**config.mk**
```make
export PLATFORM = sky130hd
export DESIGN_NAME = mc_datapath_flat
export DESIGN_NICKNAME = d
export VERILOG_FILES = /design/src/rtl/mc_datapath_if.sv /design/src/rtl/mc_datapath.sv /design/src/flat_wrapper.sv
export SDC_FILE = /design/constraint.sdc
export NUM_CORES = 1
export LEC_CHECK = 0
export CAP_MARGIN = 0
export CORE_ASPECT_RATIO = 1.2
export CORE_MARGIN = 2
export CORE_UTILIZATION = 30
export CTS_BUF_LIST = sky130_fd_sc_hd__clkbuf_16
export DETAILED_ROUTE_END_ITERATION = 12
export HOLD_SLACK_MARGIN = 0.12
export SLEW_MARGIN = 0
export SYNTH_ARGS = -nofsm -noshare
export SYNTH_HDL_FRONTEND = slang
export SYNTH_SLANG_ARGS = --single-unit
```
**constraint.sdc**
```tcl
create_clock -name clk -period 12.8 [get_ports clk]
set_input_delay 2.56 -clock clk [delete_from_list [all_inputs] [get_ports clk]]
set_output_delay 2.56 -clock clk [all_outputs]
set_load 0.005 [all_outputs]
```
**src/rtl/mc_datapath_if.sv**
```systemverilog
// Bundle of control inputs and datapath status outputs for mc_datapath.
// The controller side drives the master modport; the datapath uses slave.
interface mc_datapath_if #(
  parameter int WIDTH = 16,
  parameter int AW    = 2
);
  logic [AW-1:0]    rs;
  logic [AW-1:0]    rt;
  logic [AW-1:0]    rd;
  logic [WIDTH-1:0] imm;
  logic [WIDTH-1:0] pc;
  logic [WIDTH-1:0] pc_next;
  logic [WIDTH-1:0] mem_data;
  logic             ab_we;
  logic             aluout_we;
  logic             mdr_we;
  logic             reg_write;
  logic             reg_dst;
  logic [1:0]       wb_src;
  logic [1:0]       alu_src_a;
  logic [1:0]       alu_src_b;
  logic [3:0]       alu_op;
  logic             mul_start;
  logic [WIDTH-1:0] a_q;
  logic [WIDTH-1:0] b_q;
  logic [WIDTH-1:0] alu_out_q;
  logic             alu_ovf_q;
  logic [1:0]       alu_cmp;
  logic             mul_busy;
  logic             mul_done;
  logic [WIDTH-1:0] mul_hi;
  logic [WIDTH-1:0] mul_lo;

  modport master (
    output rs, rt, rd, imm, pc, pc_next, mem_data, ab_we, aluout_we, mdr_we,
           reg_write, reg_dst, wb_src, alu_src_a, alu_src_b, alu_op, mul_start,
    input  a_q, b_q, alu_out_q, alu_ovf_q, alu_cmp, mul_busy, mul_done,
           mul_hi, mul_lo
  );

  modport slave (
    input  rs, rt, rd, imm, pc, pc_next, mem_data, ab_we, aluout_we, mdr_we,
           reg_write, reg_dst, wb_src, alu_src_a, alu_src_b, alu_op, mul_start,
    output a_q, b_q, alu_out_q, alu_ovf_q, alu_cmp, mul_busy, mul_done,
           mul_hi, mul_lo
  );
endinterface

```
**src/rtl/mc_datapath.sv**
```systemverilog
// Multi-cycle CPU datapath: register file, A/B/MDR/ALUOut latches, ALU with
// signed overflow and compare, and a sequential shift-add unsigned multiplier.
module mc_datapath #(
  parameter int WIDTH    = 16,
  parameter int NREG     = 4,
  parameter int LINK_REG = 2
) (
  input  logic          clk,
  input  logic          reset,
  mc_datapath_if.slave  bus
);
  localparam int AW   = (NREG > 1) ? $clog2(NREG) : 1;
  localparam int CW   = $clog2(WIDTH);
  localparam int HALF = WIDTH / 2;

  typedef enum logic {IDLE, RUN} mul_state_t;

  logic [WIDTH-1:0]   regs [NREG];
  logic [WIDTH-1:0]   a_reg, b_reg, mdr_reg, alu_out_reg;
  logic               ovf_reg;
  logic [AW-1:0]      wr_idx;
  logic [WIDTH-1:0]   wb_data;
  logic [WIDTH-1:0]   op_a, op_b, alu_res;
  logic               alu_ovf;

  mul_state_t         state_reg, state_next;
  logic [2*WIDTH-1:0] mcand_reg, acc_reg, acc_sum;
  logic [WIDTH-1:0]   mplier_reg, hi_reg, lo_reg;
  logic [CW-1:0]      cnt_reg;
  logic               done_reg, busy, last;

  // Write-back index and data selection; the link write always targets LINK_REG
  always_comb begin
    wr_idx = bus.reg_dst ? bus.rd : bus.rt;
    if (bus.wb_src == 2'd2) wr_idx = AW'(LINK_REG);
    case (bus.wb_src)
      2'd0:    wb_data = alu_out_reg;
      2'd1:    wb_data = mdr_reg;
      2'd2:    wb_data = bus.pc_next;
      default: wb_data = lo_reg;
    endcase
  end

  // Register file write port; reads are combinational so same-edge reads see old data
  always_ff @(posedge clk) begin
    for (int i = 0; i < NREG; i++) begin
      if (reset) regs[i] <= '0;
      else if (bus.reg_write && wr_idx == AW'(i)) regs[i] <= wb_data;
    end
  end

  // Operand and result latches
  always_ff @(posedge clk) begin
    if (reset) begin
      a_reg       <= '0;
      b_reg       <= '0;
      mdr_reg     <= '0;
      alu_out_reg <= '0;
      ovf_reg     <= 1'b0;
    end else begin
      if (bus.ab_we) begin
        a_reg <= regs[bus.rs];
        b_reg <= regs[bus.rt];
      end
      if (bus.mdr_we) mdr_reg <= bus.mem_data;
      if (bus.aluout_we) begin
        alu_out_reg <= alu_res;
        ovf_reg     <= alu_ovf;
      end
    end
  end

  // ALU operand muxes, operation decode and signed overflow for ADD/SUB
  always_comb begin
    case (bus.alu_src_a)
      2'd0:    op_a = a_reg;
      2'd1:    op_a = bus.pc;
      default: op_a = bus.pc_next;
    endcase
    case (bus.alu_src_b)
      2'd0:    op_b = b_reg;
      2'd1:    op_b = bus.imm;
      2'd2:    op_b = WIDTH'(1);
      default: op_b = '0;
    endcase
    alu_ovf = 1'b0;
    case (bus.alu_op)
      4'd0: begin
        alu_res = op_a + op_b;
        alu_ovf = (op_a[WIDTH-1] == op_b[WIDTH-1]) && (alu_res[WIDTH-1] != op_a[WIDTH-1]);
      end
      4'd1: begin
        alu_res = op_a - op_b;
        alu_ovf = (op_a[WIDTH-1] != op_b[WIDTH-1]) && (alu_res[WIDTH-1] != op_a[WIDTH-1]);
      end
      4'd2:    alu_res = op_a & op_b;
      4'd3:    alu_res = op_a | op_b;
      4'd4:    alu_res = op_a ^ op_b;
      4'd5:    alu_res = ~op_a;
      4'd6:    alu_res = -op_a;
      4'd7:    alu_res = op_a << 1;
      4'd8:    alu_res = {op_a[WIDTH-1], op_a[WIDTH-1:1]};
      4'd9:    alu_res = op_a >> 1;
      4'd10:   alu_res = op_b << HALF;
      4'd11:   alu_res = op_b;
      default: alu_res = '0;
    endcase
  end

  // Multiplier FSM state register
  always_ff @(posedge clk) begin
    if (reset) state_reg <= IDLE;
    else       state_reg <= state_next;
  end

  // Multiplier next-state; start is only honoured from IDLE
  always_comb begin
    state_next = state_reg;
    busy       = 1'b0;
    last       = 1'b0;
    case (state_reg)
      IDLE: if (bus.mul_start) state_next = RUN;
      RUN: begin
        busy = 1'b1;
        last = (cnt_reg == CW'(WIDTH - 1));
        if (last) state_next = IDLE;
      end
      default: state_next = IDLE;
    endcase
  end

  assign acc_sum = acc_reg + (mplier_reg[0] ? mcand_reg : '0);

  // Shift-add iteration: one multiplier bit per RUN cycle, product published on the last
  always_ff @(posedge clk) begin
    if (reset) begin
      mcand_reg  <= '0;
      mplier_reg <= '0;
      acc_reg    <= '0;
      cnt_reg    <= '0;
      hi_reg     <= '0;
      lo_reg     <= '0;
      done_reg   <= 1'b0;
    end else begin
      done_reg <= 1'b0;
      if (state_reg == IDLE && bus.mul_start) begin
        mcand_reg  <= {{WIDTH{1'b0}}, a_reg};
        mplier_reg <= b_reg;
        acc_reg    <= '0;
        cnt_reg    <= '0;
      end else if (busy) begin
        acc_reg    <= acc_sum;
        mcand_reg  <= mcand_reg << 1;
        mplier_reg <= mplier_reg >> 1;
        cnt_reg    <= cnt_reg + 1'b1;
        if (last) begin
          {hi_reg, lo_reg} <= acc_sum;
          done_reg         <= 1'b1;
        end
      end
    end
  end

  assign bus.a_q       = a_reg;
  assign bus.b_q       = b_reg;
  assign bus.alu_out_q = alu_out_reg;
  assign bus.alu_ovf_q = ovf_reg;
  assign bus.alu_cmp   = ($signed(op_a) < $signed(op_b)) ? 2'b01 :
                         ($signed(op_a) > $signed(op_b)) ? 2'b10 : 2'b00;
  assign bus.mul_busy  = busy;
  assign bus.mul_done  = done_reg;
  assign bus.mul_hi    = hi_reg;
  assign bus.mul_lo    = lo_reg;
endmodule

```
**src/flat_wrapper.sv**
```systemverilog
// flat-port wrapper written by rule: the top's interface ports become plain ports
module mc_datapath_flat 
#(
  parameter int WIDTH    = 16,
  parameter int NREG     = 4,
  parameter int LINK_REG = 2
)
  (clk, reset, bus_rs, bus_rt, bus_rd, bus_imm, bus_pc, bus_pc_next, bus_mem_data, bus_ab_we, bus_aluout_we, bus_mdr_we, bus_reg_write, bus_reg_dst, bus_wb_src, bus_alu_src_a, bus_alu_src_b, bus_alu_op, bus_mul_start, bus_a_q, bus_b_q, bus_alu_out_q, bus_alu_ovf_q, bus_alu_cmp, bus_mul_busy, bus_mul_done, bus_mul_hi, bus_mul_lo);
  mc_datapath_if #(.WIDTH(WIDTH), .AW(2)) bus_i ();
  input  logic clk;
  input  logic reset;
  input wire logic [$bits(bus_i.rs)-1:0] bus_rs;
  input wire logic [$bits(bus_i.rt)-1:0] bus_rt;
  input wire logic [$bits(bus_i.rd)-1:0] bus_rd;
  input wire logic [$bits(bus_i.imm)-1:0] bus_imm;
  input wire logic [$bits(bus_i.pc)-1:0] bus_pc;
  input wire logic [$bits(bus_i.pc_next)-1:0] bus_pc_next;
  input wire logic [$bits(bus_i.mem_data)-1:0] bus_mem_data;
  input wire logic [$bits(bus_i.ab_we)-1:0] bus_ab_we;
  input wire logic [$bits(bus_i.aluout_we)-1:0] bus_aluout_we;
  input wire logic [$bits(bus_i.mdr_we)-1:0] bus_mdr_we;
  input wire logic [$bits(bus_i.reg_write)-1:0] bus_reg_write;
  input wire logic [$bits(bus_i.reg_dst)-1:0] bus_reg_dst;
  input wire logic [$bits(bus_i.wb_src)-1:0] bus_wb_src;
  input wire logic [$bits(bus_i.alu_src_a)-1:0] bus_alu_src_a;
  input wire logic [$bits(bus_i.alu_src_b)-1:0] bus_alu_src_b;
  input wire logic [$bits(bus_i.alu_op)-1:0] bus_alu_op;
  input wire logic [$bits(bus_i.mul_start)-1:0] bus_mul_start;
  output wire logic [$bits(bus_i.a_q)-1:0] bus_a_q;
  output wire logic [$bits(bus_i.b_q)-1:0] bus_b_q;
  output wire logic [$bits(bus_i.alu_out_q)-1:0] bus_alu_out_q;
  output wire logic [$bits(bus_i.alu_ovf_q)-1:0] bus_alu_ovf_q;
  output wire logic [$bits(bus_i.alu_cmp)-1:0] bus_alu_cmp;
  output wire logic [$bits(bus_i.mul_busy)-1:0] bus_mul_busy;
  output wire logic [$bits(bus_i.mul_done)-1:0] bus_mul_done;
  output wire logic [$bits(bus_i.mul_hi)-1:0] bus_mul_hi;
  output wire logic [$bits(bus_i.mul_lo)-1:0] bus_mul_lo;
  assign bus_i.rs = bus_rs;
  assign bus_i.rt = bus_rt;
  assign bus_i.rd = bus_rd;
  assign bus_i.imm = bus_imm;
  assign bus_i.pc = bus_pc;
  assign bus_i.pc_next = bus_pc_next;
  assign bus_i.mem_data = bus_mem_data;
  assign bus_i.ab_we = bus_ab_we;
  assign bus_i.aluout_we = bus_aluout_we;
  assign bus_i.mdr_we = bus_mdr_we;
  assign bus_i.reg_write = bus_reg_write;
  assign bus_i.reg_dst = bus_reg_dst;
  assign bus_i.wb_src = bus_wb_src;
  assign bus_i.alu_src_a = bus_alu_src_a;
  assign bus_i.alu_src_b = bus_alu_src_b;
  assign bus_i.alu_op = bus_alu_op;
  assign bus_i.mul_start = bus_mul_start;
  assign bus_a_q = bus_i.a_q;
  assign bus_b_q = bus_i.b_q;
  assign bus_alu_out_q = bus_i.alu_out_q;
  assign bus_alu_ovf_q = bus_i.alu_ovf_q;
  assign bus_alu_cmp = bus_i.alu_cmp;
  assign bus_mul_busy = bus_i.mul_busy;
  assign bus_mul_done = bus_i.mul_done;
  assign bus_mul_hi = bus_i.mul_hi;
  assign bus_mul_lo = bus_i.mul_lo;
  mc_datapath #(.WIDTH(WIDTH), .NREG(NREG), .LINK_REG(LINK_REG)) u_core (.clk(clk), .reset(reset), .bus(bus_i));
endmodule
```
## Yosys cells after proc, flatten, opt, wreduce, memory -nomap -nowiden

Memory sizes are Yosys's and may differ from the RTL's. A register that Yosys moved wholly into a read port is not among the register bits.
Index checks and enable logic that the tools add are counted.

| word-level totals | value |
|---|---|
| output and inout port bits | 85 |
| bits in registers | 151 |
| memories | 1 |
| word-level logic and storage cells | 109 |
| memory bits (writable) | 64 |

| cells by class | value |
|---|---|
| mux-type cells | 38 |
| $add $sub $neg | 5 |
| equal/unequal tests | 24 |
| magnitude comparators | 2 |
| reductions and logical operators | 16 |
| bitwise operators | 11 |

Memories:

| memory | depth | bits a word | read ports | clocked after Yosys merged registers in | write ports | RTL line | source |
|---|---|---|---|---|---|---|---|
| u_core.regs | 4 | 16 | 2 | 2 | 4 | mc_datapath.sv:18 | `logic [WIDTH-1:0] regs [NREG];` |

Operators with widths:

| operator | number |
|---|---|
| $pmux 16 s12 | 1 |
| $mux 16 | 8 |
| $pmux 16 s3 | 2 |
| $add 32x32->32 | 1 |
| $mux 32 | 1 |
| $pmux 16 s2 | 1 |
| $eq 4x4->1 const B | 5 |
| $mux 1 | 19 |
| $add 16x16->16 | 1 |
| $and 16x16->16 | 1 |
| $eq 4x3->1 const B | 4 |
| $gt 16x16->1 | 1 |
| $lt 16x16->1 | 1 |
| $neg 16->16 | 1 |
| $not 16->16 | 1 |
| $or 16x16->16 | 1 |
| $sub 16x16->16 | 1 |
| $xor 16x16->16 | 1 |
| $eq 2x1->1 const B | 4 |
| $eq 2x2->1 const B | 4 |
| $eq 4x2->1 const B | 2 |
| $logic_not 2->1 | 4 |
| $mux 2 | 4 |
| $logic_and 1x1->1 | 7 |
| other kinds (12) | 20 |

## Logic depth before layout (Yosys ltp)

Gate-level depths: netlist (run 1).

| logic depth | value |
|---|---|
| word-level depth | 8 |
| gate-level depth with buffers | 18 |

## Worst setup path after synthesis (run 1)

OpenSTA, ideal clock, no wires.

| timing path | value |
|---|---|
| path kind | input port to output port |
| start point | in bus_alu_src_b[0] |
| end point | out bus_alu_cmp[1] |
| arrival time | 5311 ps |
| setup slack | 4929 ps |
| buffers on the path | 2 |
| stages on the path | 16 |
| path through | buf_2 > buf_2 > o21ai_0 > o31ai_1 > inv_1 > ha_1 > fa_1 > inv_1 > a21oi_1 > o21ai_1 > nand3_1 > and2_1 > o311a_1 > o21ai_1 > mux2i_1 > a21oi_1 |

| on the way | value |
|---|---|
| word-level cells in the longest chain between the ends | 5 |
| elaborated cells on any way between the ends | 8 |
| those cells by class | order compare (2); eq/ne (2); mux (3); reduce/logical (1) |

Ends and longest elaborated chain:

| element | RTL line | source |
|---|---|---|
| start: declaration | flat_wrapper.sv:26 | `input wire logic [$bits(bus_i.alu_src_b)-1:0] bus_alu_src_b;` |
| $eq 2x2->1, or another cell as far along | mc_datapath.sv:80 | `case (bus.alu_src_b)` |
| $pmux 16 s3 * | mc_datapath.sv:80 |  |
| $gt 16x16->1 | mc_datapath.sv:169 | `($signed(op_a) > $signed(op_b)) ? 2'b10 : 2'b00;` |
| $mux 2 | mc_datapath.sv:169 |  |
| $mux 2 * | mc_datapath.sv:168 | `assign bus.alu_cmp = ($signed(op_a) < $signed(op_b)) ? 2'b01 :` |
| end: declaration | flat_wrapper.sv:33 | `output wire logic [$bits(bus_i.alu_cmp)-1:0] bus_alu_cmp;` |

Mark *: on every way between the ends. The rest lies on a longest branch, timed or not.

## Worst setup path in the final report (run 1)

| timing path | value |
|---|---|
| start point | in bus_alu_src_b[1] |
| end point | out bus_alu_cmp[1] |

Same word-level chain as after synthesis.

==> results.toml, run 1 <==
[run_status]
outcome = "finished, final reports clean"

[detailed_routing]
ant_nets = 0
viasPerCell = 5.43
wl_met3_um = 3580
highest_layer = "met4"
wl_met1_um = 24600
drt-total-wl_um = 60700
routedWlPerCell_um = 23.6
first_pass_iters = 8
routed-via-count = 14000
drc_errors = 0
first_iter_violations = 1062
dr_wl_met2_um = 29000

[timing]
max_slew.worst_pin.slew_ns = 1.24
fin_crit_ns = 9.62
clock_skew_ns = 0.00982
hold_viol_final = 0
rsz0062_at_grt = "no"
max_slew_margin_pct = 17.0
max_freq_mhz = 104
finalWorstSetupSlack_ns = 3.18
report.final.slew_viol_count = 0
setup_viol_count_final = 0
final.setup.tns_ns = 0
min_period_over_period_pct = 75.2
whs_ns = 0.458

[synth]
synth-compound-area-share_pct = 16.5
ys_seq_area_share_pct = 35.3
synth_top_area_share_pct = 23.2
synth_cells = 1726
synth_top_family_by_area = "multiplexers"
synth-simple-area-share_pct = 17.2
yosysUniqueCellTypes = 93
netlist_top_cells_area = "dfxtp_1 (23%), edfxtp_1 (12%), mux2i_1 (9.6%)"
yosys.area.top_type = "dfxtp_1"
ys.flop_type = "dfxtp_1"
synth_xor_area_share_pct = 2.60
ys_seq_elements = 247
synthArstFlopShare_pct = 0
netlist_area_um2 = 15800
synthAdderAreaFrac_pct = 6.79
yosysWarnings = 0
avgSynthCellArea_um2 = 9.16
synthMuxAreaShare_pct = 17.5
synthesis.nets = 1898
synth-edff-count = 64

[pwr]
leakage_nw = 7.45
total_power_mw = 2.05
ir_drop_mv = 0.0890
power_density_nw_per_um2 = 108

[min_path]
hold_depth = 2
hp-class = "reg -> reg"
hp-start = "u_core.bus.mul_hi[8]"
min_to = "u_core.bus.mul_hi[8]"

[clocking]
ctsHoldBuffers = 0
cts_sinks = 247
cts_tree = "yes"
cts_made_buffers = 30
cts_buffer_depth = 3
path_clk_slew_ns = 0.06
clock_tree.root_cell = "clkbuf_16"
h-tree-depth = 1
clk_latency_ns = 0.59
ctsResizeCount = 0
post_cts_buffers = 0

[finish]
final_cells = 2570
drive_above_1_share_pct = 9.12
area_delta_synth_final_pct = 20.6
largest_reg_flops = 64
stdcell_area_um2 = 19100
finalCoreUtilization_pct = 36.4
fin_nets = 2014
final_cell_mix = "nor2_1 (236), dfxtp_1 (182), clkdlybuf4s50_1 (169)"
antenna_cells = 0
final_common_cell = "nor2_1"
nFillCells = 5342

[placed_design]
place_area_um2 = 18100
dp.final_hpwl_um = 45100
placed_cells = 2515
io_buffers = 172
pre_cts_ws_ns = 3.18
place.gp.congestion = 0.966

[critical_path]
setup.worst_path.class = "in -> out"
r2r_setup_slack_ns = 8.79
critPathLaunchType = "primary input"
cp-end-kind = "output pin"
r2r_start = "u_core.bus.b_q[0]"
rr_worst_depth = 13
arrival_ns = 7.06
regToRegEndpoint = "u_core.bus.alu_out_q[12]"
cp_max_fo = 18
required_ns = 10.24

[global_routing]
grt_use_total_pct = 21.8
grt_pass1_vias = 13700
grt_pass1_wl_um = 88900
antenna_found_initial = 1
grt.overflow.total = 0
grt_max_degree = 87

[run]
max-cap-violations = 0

[floorplanning]
die_width_um = 214
rows = 92
die_area_um2 = 54600
die_h_um = 256
ios = 173
initial_core_util_pct = 30.2
coreArea_um2 = 52400
## cell type report
cell class              count  area (um2)  area share (%)
clock inverters            25         171           0.899
repair buffers            191        1850            9.71
inverters                  59         221            1.16
multi-input cells        1313        9600            50.4
clock buffers              30         751            3.94
flip-flops and latches    247        5590            29.3
well taps                 705         882            4.63
## report_power, final
part	switching [mW]	leakage (nW)	internal, mW
Sequential	0.0367	2.16	0.830
Clock	0.353	0.486	0.447
Combinational	0.225	4.81	0.160
## critical path, cell delays in order
cell and delay (ns):
clkdlybuf4s50_1 0.71, o31ai_1 0.70, inv_1 0.22, ha_1 0.29
fa_1 0.43, inv_1 0.09, a21oi_1 0.10, o21ai_1 0.37
nand3_1 0.11, and2_1 0.21, o311a_1 0.36, o21ai_1 0.07
mux2i_1 0.12, a21oi_1 0.17, clkdlybuf4s50_1 0.52
## synth_stat cells (all sizes together), types with 4 or more instances
cell,count
nor2b,34
nand3,22
dfxtp,183
nand2,124
mux2i,155
and2,85
nor2,238
a21boi,4
a21oi,148
nor3,20
ha,81
o31ai,9
a221o,6
mux2,6
a32oi,4
o21a,8
nor3b,4
inv,58
o31a,4
o21ai,49
nor4,4
o22ai,24
a211oi,14
nand4,4
o21bai,11
a311oi,4
o211ai,12
or3,4
xnor2,32
edfxtp,64
clkbuf,87
a221oi,18
a21o,19
a31oi,16
a22oi,6
mux4,48
or2,6
nand2b,15
buf,20
xor2,15
o221ai,10
and3,11
## logic make-up (layout without fill, tap and decap cells)
logic type	count (synthesis)	count (layout)
AND/OR/NAND/NOR	578	578
flip-flops	247	247
adder cells (fa/ha/maj)	84	84
XOR/XNOR	47	47
AO/OA/AOI/OAI	395	395
buffers and inverters	166	305
multiplexers	209	209
## layer usage
layer  vias to the layer above  GRT usage, %
met5                         -             0
met4                         0          11.8
met3                       133          3.29
met2                       485          36.9
met1                      6875          26.5
li1                       6469             -
## worst max-delay path by stage
stage                          start              to  cells after the start  slack [ns]
floorplan           bus_alu_src_b[0]  bus_alu_cmp[1]                     16        4.93
global placement    bus_alu_src_b[1]  bus_alu_cmp[1]                     15        3.26
detailed placement  bus_alu_src_b[1]  bus_alu_cmp[1]                     15        3.18
CTS                 bus_alu_src_b[1]  bus_alu_cmp[1]                     15        3.17
global route        bus_alu_src_b[1]  bus_alu_cmp[1]                     15        2.97
finish              bus_alu_src_b[1]  bus_alu_cmp[1]                     15        3.18
(Power assumes the default switching activity.)
==> run 2: changes to the inputs <==
==> constraint.sdc (replaced) <==
create_clock -name clk -period 8 [get_ports clk]
set_input_delay 1.6 -clock clk [delete_from_list [all_inputs] [get_ports clk]]
set_output_delay 1.6 -clock clk [all_outputs]
set_load 0.005 [all_outputs]
==> results.toml, run 2 (same netlist as run 1, synthesis figures left out) <==
[clocking]
h-tree-depth = 1
ctsResizeCount = 0
clk_latency_ns = 0.60
path_clk_slew_ns = 0.06
ctsHoldBuffers = 0
cts_tree = "yes"
cts_sinks = 247
clock_tree.root_cell = "clkbuf_16"
post_cts_buffers = 0
cts_made_buffers = 30
cts_buffer_depth = 3

[detailed_routing]
highest_layer = "met4"
drt-total-wl_um = 61200
first_pass_iters = 5
routed-via-count = 13800
wl_met1_um = 24900
routedWlPerCell_um = 23.7
drc_errors = 0
wl_met3_um = 3310
ant_nets = 0
viasPerCell = 5.36
first_iter_violations = 1078
dr_wl_met2_um = 29700

[finish]
largest_reg_flops = 64
area_delta_synth_final_pct = 21.6
drive_above_1_share_pct = 9.40
final_common_cell = "nor2_1"
nFillCells = 5361
final_cell_mix = "nor2_1 (236), dfxtp_1 (182), clkdlybuf4s50_1 (169)"
fin_nets = 2021
stdcell_area_um2 = 19200

[timing]
fin_crit_ns = 7.45
clock_skew_ns = 0.0146
hold_viol_final = 0
max_slew.worst_pin.slew_ns = 1.27
min_period_over_period_pct = 93.1
setup_viol_count_final = 0
rsz0062_at_grt = "no"
report.final.slew_viol_count = 0
max_freq_mhz = 134
final.setup.tns_ns = 0
max_slew_margin_pct = 14.8

[placed_design]
place_area_um2 = 18200
dp.final_hpwl_um = 46100
place.gp.congestion = 0.999
io_buffers = 172

[global_routing]
grt.overflow.total = 0
grt_max_degree = 92
grt_pass1_wl_um = 88900
grt_pass1_vias = 13400
antenna_found_initial = 2
grt_use_total_pct = 22.0

[floorplanning]
die_width_um = 214
die_h_um = 256
initial_core_util_pct = 30.2
coreArea_um2 = 52400
ios = 173
die_area_um2 = 54600
rows = 92

[pwr]
p_seq_share_pct = 40.2
p_switching_uw = 996
internal-power_mw = 2.43
leakage_nw = 7.50
clkPwrFrac_pct = 41.6
sw_frac_of_total_pct = 29.0
comb_power_share_pct = 18.2
ir_drop_mv = 0.163
power_density_nw_per_um2 = 178

[critical_path]
required_ns = 6.40
critPathLaunchType = "primary input"
setup.worst_path.class = "in -> out"
arrival_ns = 5.85
cp-end-kind = "output pin"
cp_max_fo = 7

[min_path]
hp-class = "reg -> reg"

[run_status]
outcome = "finished, final reports clean"

[run]
max-cap-violations = 0
run 2: cell types whose count changed in the layout (fill, tap and decap cells not counted), moves of 3 or more:
cell,previous run,this run
clkinv_1,3,7
bufinv_16,1,5
buf_4,20,27
inv_1,58,55
clkinv_4,0,3
clkinv_2,11,5
run 2: stage by stage:
step | total power [mW] | setup slack [ns] | hold slack, ns | util, % | std cells
final | 3.43 | 0.550 | 0.460 | 36.7 | 2579
after floorplan | 1.76 | 2.05 | 0.445 | - | 1726
after global routing | 3.56 | 0.305 | 0.477 | 36.7 | 2577
after detailed placement | 2.03 | 0.644 | 0.450 | 34.7 | 2522
after CTS | 3.46 | 0.631 | 0.463 | 36.7 | 2577
after global placement | 2.03 | 0.762 | 0.448 | 34.7 | 2522
run 2: area by class of cell:
cell class | instances | area (um2) | share of cell area (%)
Multi-Input combinational cell | 1313 | 9600 | 49.9
Antenna cell | 2 | 5.00 | 0.0260
Inverter | 59 | 221 | 1.15
Tap cell | 705 | 882 | 4.59
Sequential cell | 247 | 5590 | 29.1
Clock inverter | 25 | 284 | 1.48
Clock buffer | 30 | 751 | 3.90
Timing Repair Buffer | 198 | 1900 | 9.90
run 2: worst paths after layout:
| kind | slack, ns | start | to | cells after the start |
|---|---|---|---|---|
| setup reg to reg | 4.17 | u_core.bus.a_q[0] | u_core.bus.alu_out_q[14] | 16 |
| setup / recovery | 0.55 | bus_alu_src_a[0] | bus_alu_cmp[1] | 14 |
| hold reg to reg | 0.46 | u_core.bus.mul_hi[5] | u_core.bus.mul_hi[5] | 2 |
| hold / removal | 0.46 | u_core.bus.mul_hi[5] | u_core.bus.mul_hi[5] | 2 |
run 2: worst max-delay path, cell delays in order:
cell             delay, ns
clkdlybuf4s50_1       0.83
mux2_4                0.37
mux2i_4               0.28
inv_1                 0.16
ha_1                  0.48
nand3_1               0.19
o21ai_1               0.35
nand3_1               0.11
and2_1                0.21
o311a_1               0.36
o21ai_1               0.07
mux2i_1               0.13
a21oi_1               0.16
clkdlybuf4s50_1       0.52
run 2: per-layer routing:
| layer | track usage (%) | vias up |
|---|---|---|
| met5 | 0 | - |
| met4 | 11.1 | 0 |
| met3 | 2.66 | 110 |
| met2 | 37.3 | 495 |
| met1 | 27.1 | 6737 |
| li1 | - | 6485 |
run 2: power groups by stage:
stage | registers (mW) | logic (mW) | clock network (mW)
2_1_floorplan | 1.38 | 0.381 | 0
3_3_place_gp | 1.41 | 0.622 | 0
3_5_place_dp | 1.41 | 0.620 | 0
4_1_cts | 1.38 | 0.623 | 1.46
5_1_grt | 1.38 | 0.669 | 1.51
6_report | 1.38 | 0.625 | 1.43
==> run 3: changes to the inputs <==
--- a/config.mk
+++ b/config.mk
@@ -6,7 +6,7 @@
 export NUM_CORES = 1
 export LEC_CHECK = 0
 export CAP_MARGIN = 0
-export CORE_ASPECT_RATIO = 1.2
+export CORE_ASPECT_RATIO = 0.6
 export CORE_MARGIN = 2
 export CORE_UTILIZATION = 30
 export CTS_BUF_LIST = sky130_fd_sc_hd__clkbuf_16
==> results.toml, run 3 (same netlist as run 1, synthesis figures left out) <==
[finish]
final_common_cell = "nor2_1"
largest_reg_flops = 64
seq_area_um2 = 5590
drive_above_1_share_pct = 8.99
stdcell_area_um2 = 19000
fin_nets = 2021
nFillCells = 5285
area_delta_synth_final_pct = 20.4
multi_input_area_um2 = 9600
final_cell_mix = "nor2_1 (237), dfxtp_1 (182), clkdlybuf4s50_1 (169)"

[min_path]
hp-class = "reg -> reg"

[pwr]
total_power_mw = 3.20
leakage_nw = 7.44
ir_drop_mv = 0.142
power_density_nw_per_um2 = 168

[placed_design]
pre_cts_ws_ns = 0.521
place_area_um2 = 18200
io_buffers = 172
dp.final_hpwl_um = 45900
place.gp.congestion = 0.976

[timing]
max_freq_mhz = 134
max_slew.worst_pin.slew_ns = 1.26
setup_viol_count_final = 0
min_period_over_period_pct = 93.6
report.final.slew_viol_count = 0
finalWorstSetupSlack_ns = 0.515
rsz0062_at_grt = "no"
whs_ns = 0.455
max_slew_margin_pct = 15.8
hold_viol_final = 0
final.setup.tns_ns = 0
clock_skew_ns = 0.0491
fin_crit_ns = 7.49

[clocking]
ctsResizeCount = 0
ctsHoldBuffers = 0
cts_buffer_depth = 3
cts_tree = "yes"
cts_sinks = 247
path_clk_slew_ns = 0.06
clk_latency_ns = 0.58
cts_made_buffers = 26
post_cts_buffers = 0
h-tree-depth = 1
clock_tree.root_cell = "clkbuf_16"

[detailed_routing]
first_pass_iters = 6
drt-total-wl_um = 60700
routed-via-count = 14100
drc_errors = 0
viasPerCell = 5.46
first_iter_violations = 1567
ant_nets = 0
routedWlPerCell_um = 23.6

[floorplanning]
die_h_um = 182
die_width_um = 300
ios = 173
rows = 65
die_area_um2 = 54600
initial_core_util_pct = 30.2
coreArea_um2 = 52300

[global_routing]
grt_pass1_vias = 13400
grt_use_total_pct = 21.7
antenna_found_initial = 4
grt.overflow.total = 0
grt_pass1_wl_um = 89200
grt_max_degree = 80

[critical_path]
required_ns = 6.40
critPathLaunchType = "primary input"
setup.worst_path.class = "in -> out"
cp_max_fo = 5
arrival_ns = 5.89
cp-end-kind = "output pin"

[run_status]
outcome = "finished, final reports clean"

[run]
max-cap-violations = 0
-- run 3: cell types whose count changed in the layout (fill, tap and decap cells not counted), moves of 2 or more --
cell / change
clkinv_4: -2
clkinvlp_4: -2
buf_4: +4
bufinv_16: -4
inv_1: +5
clkbuf_16: -3
-- run 3: path summary, 6_finish.rpt --
kind	slack, ns	cells after the start	to	start
min	0.45	2	u_core.bus.mul_hi[6]	u_core.bus.mul_hi[6]
min reg2reg	0.45	2	u_core.bus.mul_hi[6]	u_core.bus.mul_hi[6]
max	0.51	15	bus_alu_cmp[1]	bus_alu_src_b[0]
max reg2reg	3.84	14	u_core.bus.alu_out_q[14]	u_core.bus.b_q[0]
-- run 3: stage by stage --
step / cells / util, %
finish: 2575 / 36.4
global route: 2575 / 36.4
CTS: 2572 / 36.4
detailed placement: 2524 / 34.8
global placement: 2524 / 34.8
floorplan: 1726 / -
-- run 3: power by group --
group          internal, mW  switching, mW  total, mW  leakage [nW]
Combinational         0.261          0.369      0.630          4.86
Clock                 0.644          0.537       1.18         0.423
Sequential             1.33         0.0569       1.38          2.16
-- run 3: layout make-up --
class	count	share of cell area, %
Antenna cell	3	0.0394
Multi-Input combinational cell	1313	50.4
Clock buffer	27	3.55
Timing Repair Buffer	202	10.2
Clock inverter	21	0.716
Inverter	59	1.16
Sequential cell	247	29.4
Tap cell	703	4.62
-- run 3: critical path, stage by stage --
cell and delay (ns):
clkdlybuf4s50_1 0.52, o31ai_1 0.66, inv_1 0.25, ha_1 0.31
fa_1 0.45, inv_1 0.09, a21oi_1 0.15, o21ai_1 0.32
nand3_1 0.11, and2_1 0.20, o311a_1 0.36, o21ai_1 0.10
mux2i_1 0.13, a21oi_1 0.13, clkdlybuf4s50_1 0.51
-- run 3: per-layer routing --
| metal | part of all wire (%) | vias to the layer above | GRT usage [%] |
|---|---|---|---|
| met4 | 3.1 | 0 | 6.86 |
| met1 | 46 | 6941 | 31.3 |
| met2 | 43 | 555 | 32.6 |
| li1 | - | 6484 | - |
| met3 | 8.1 | 82 | 4.16 |
| met5 | 0 | - | 0 |
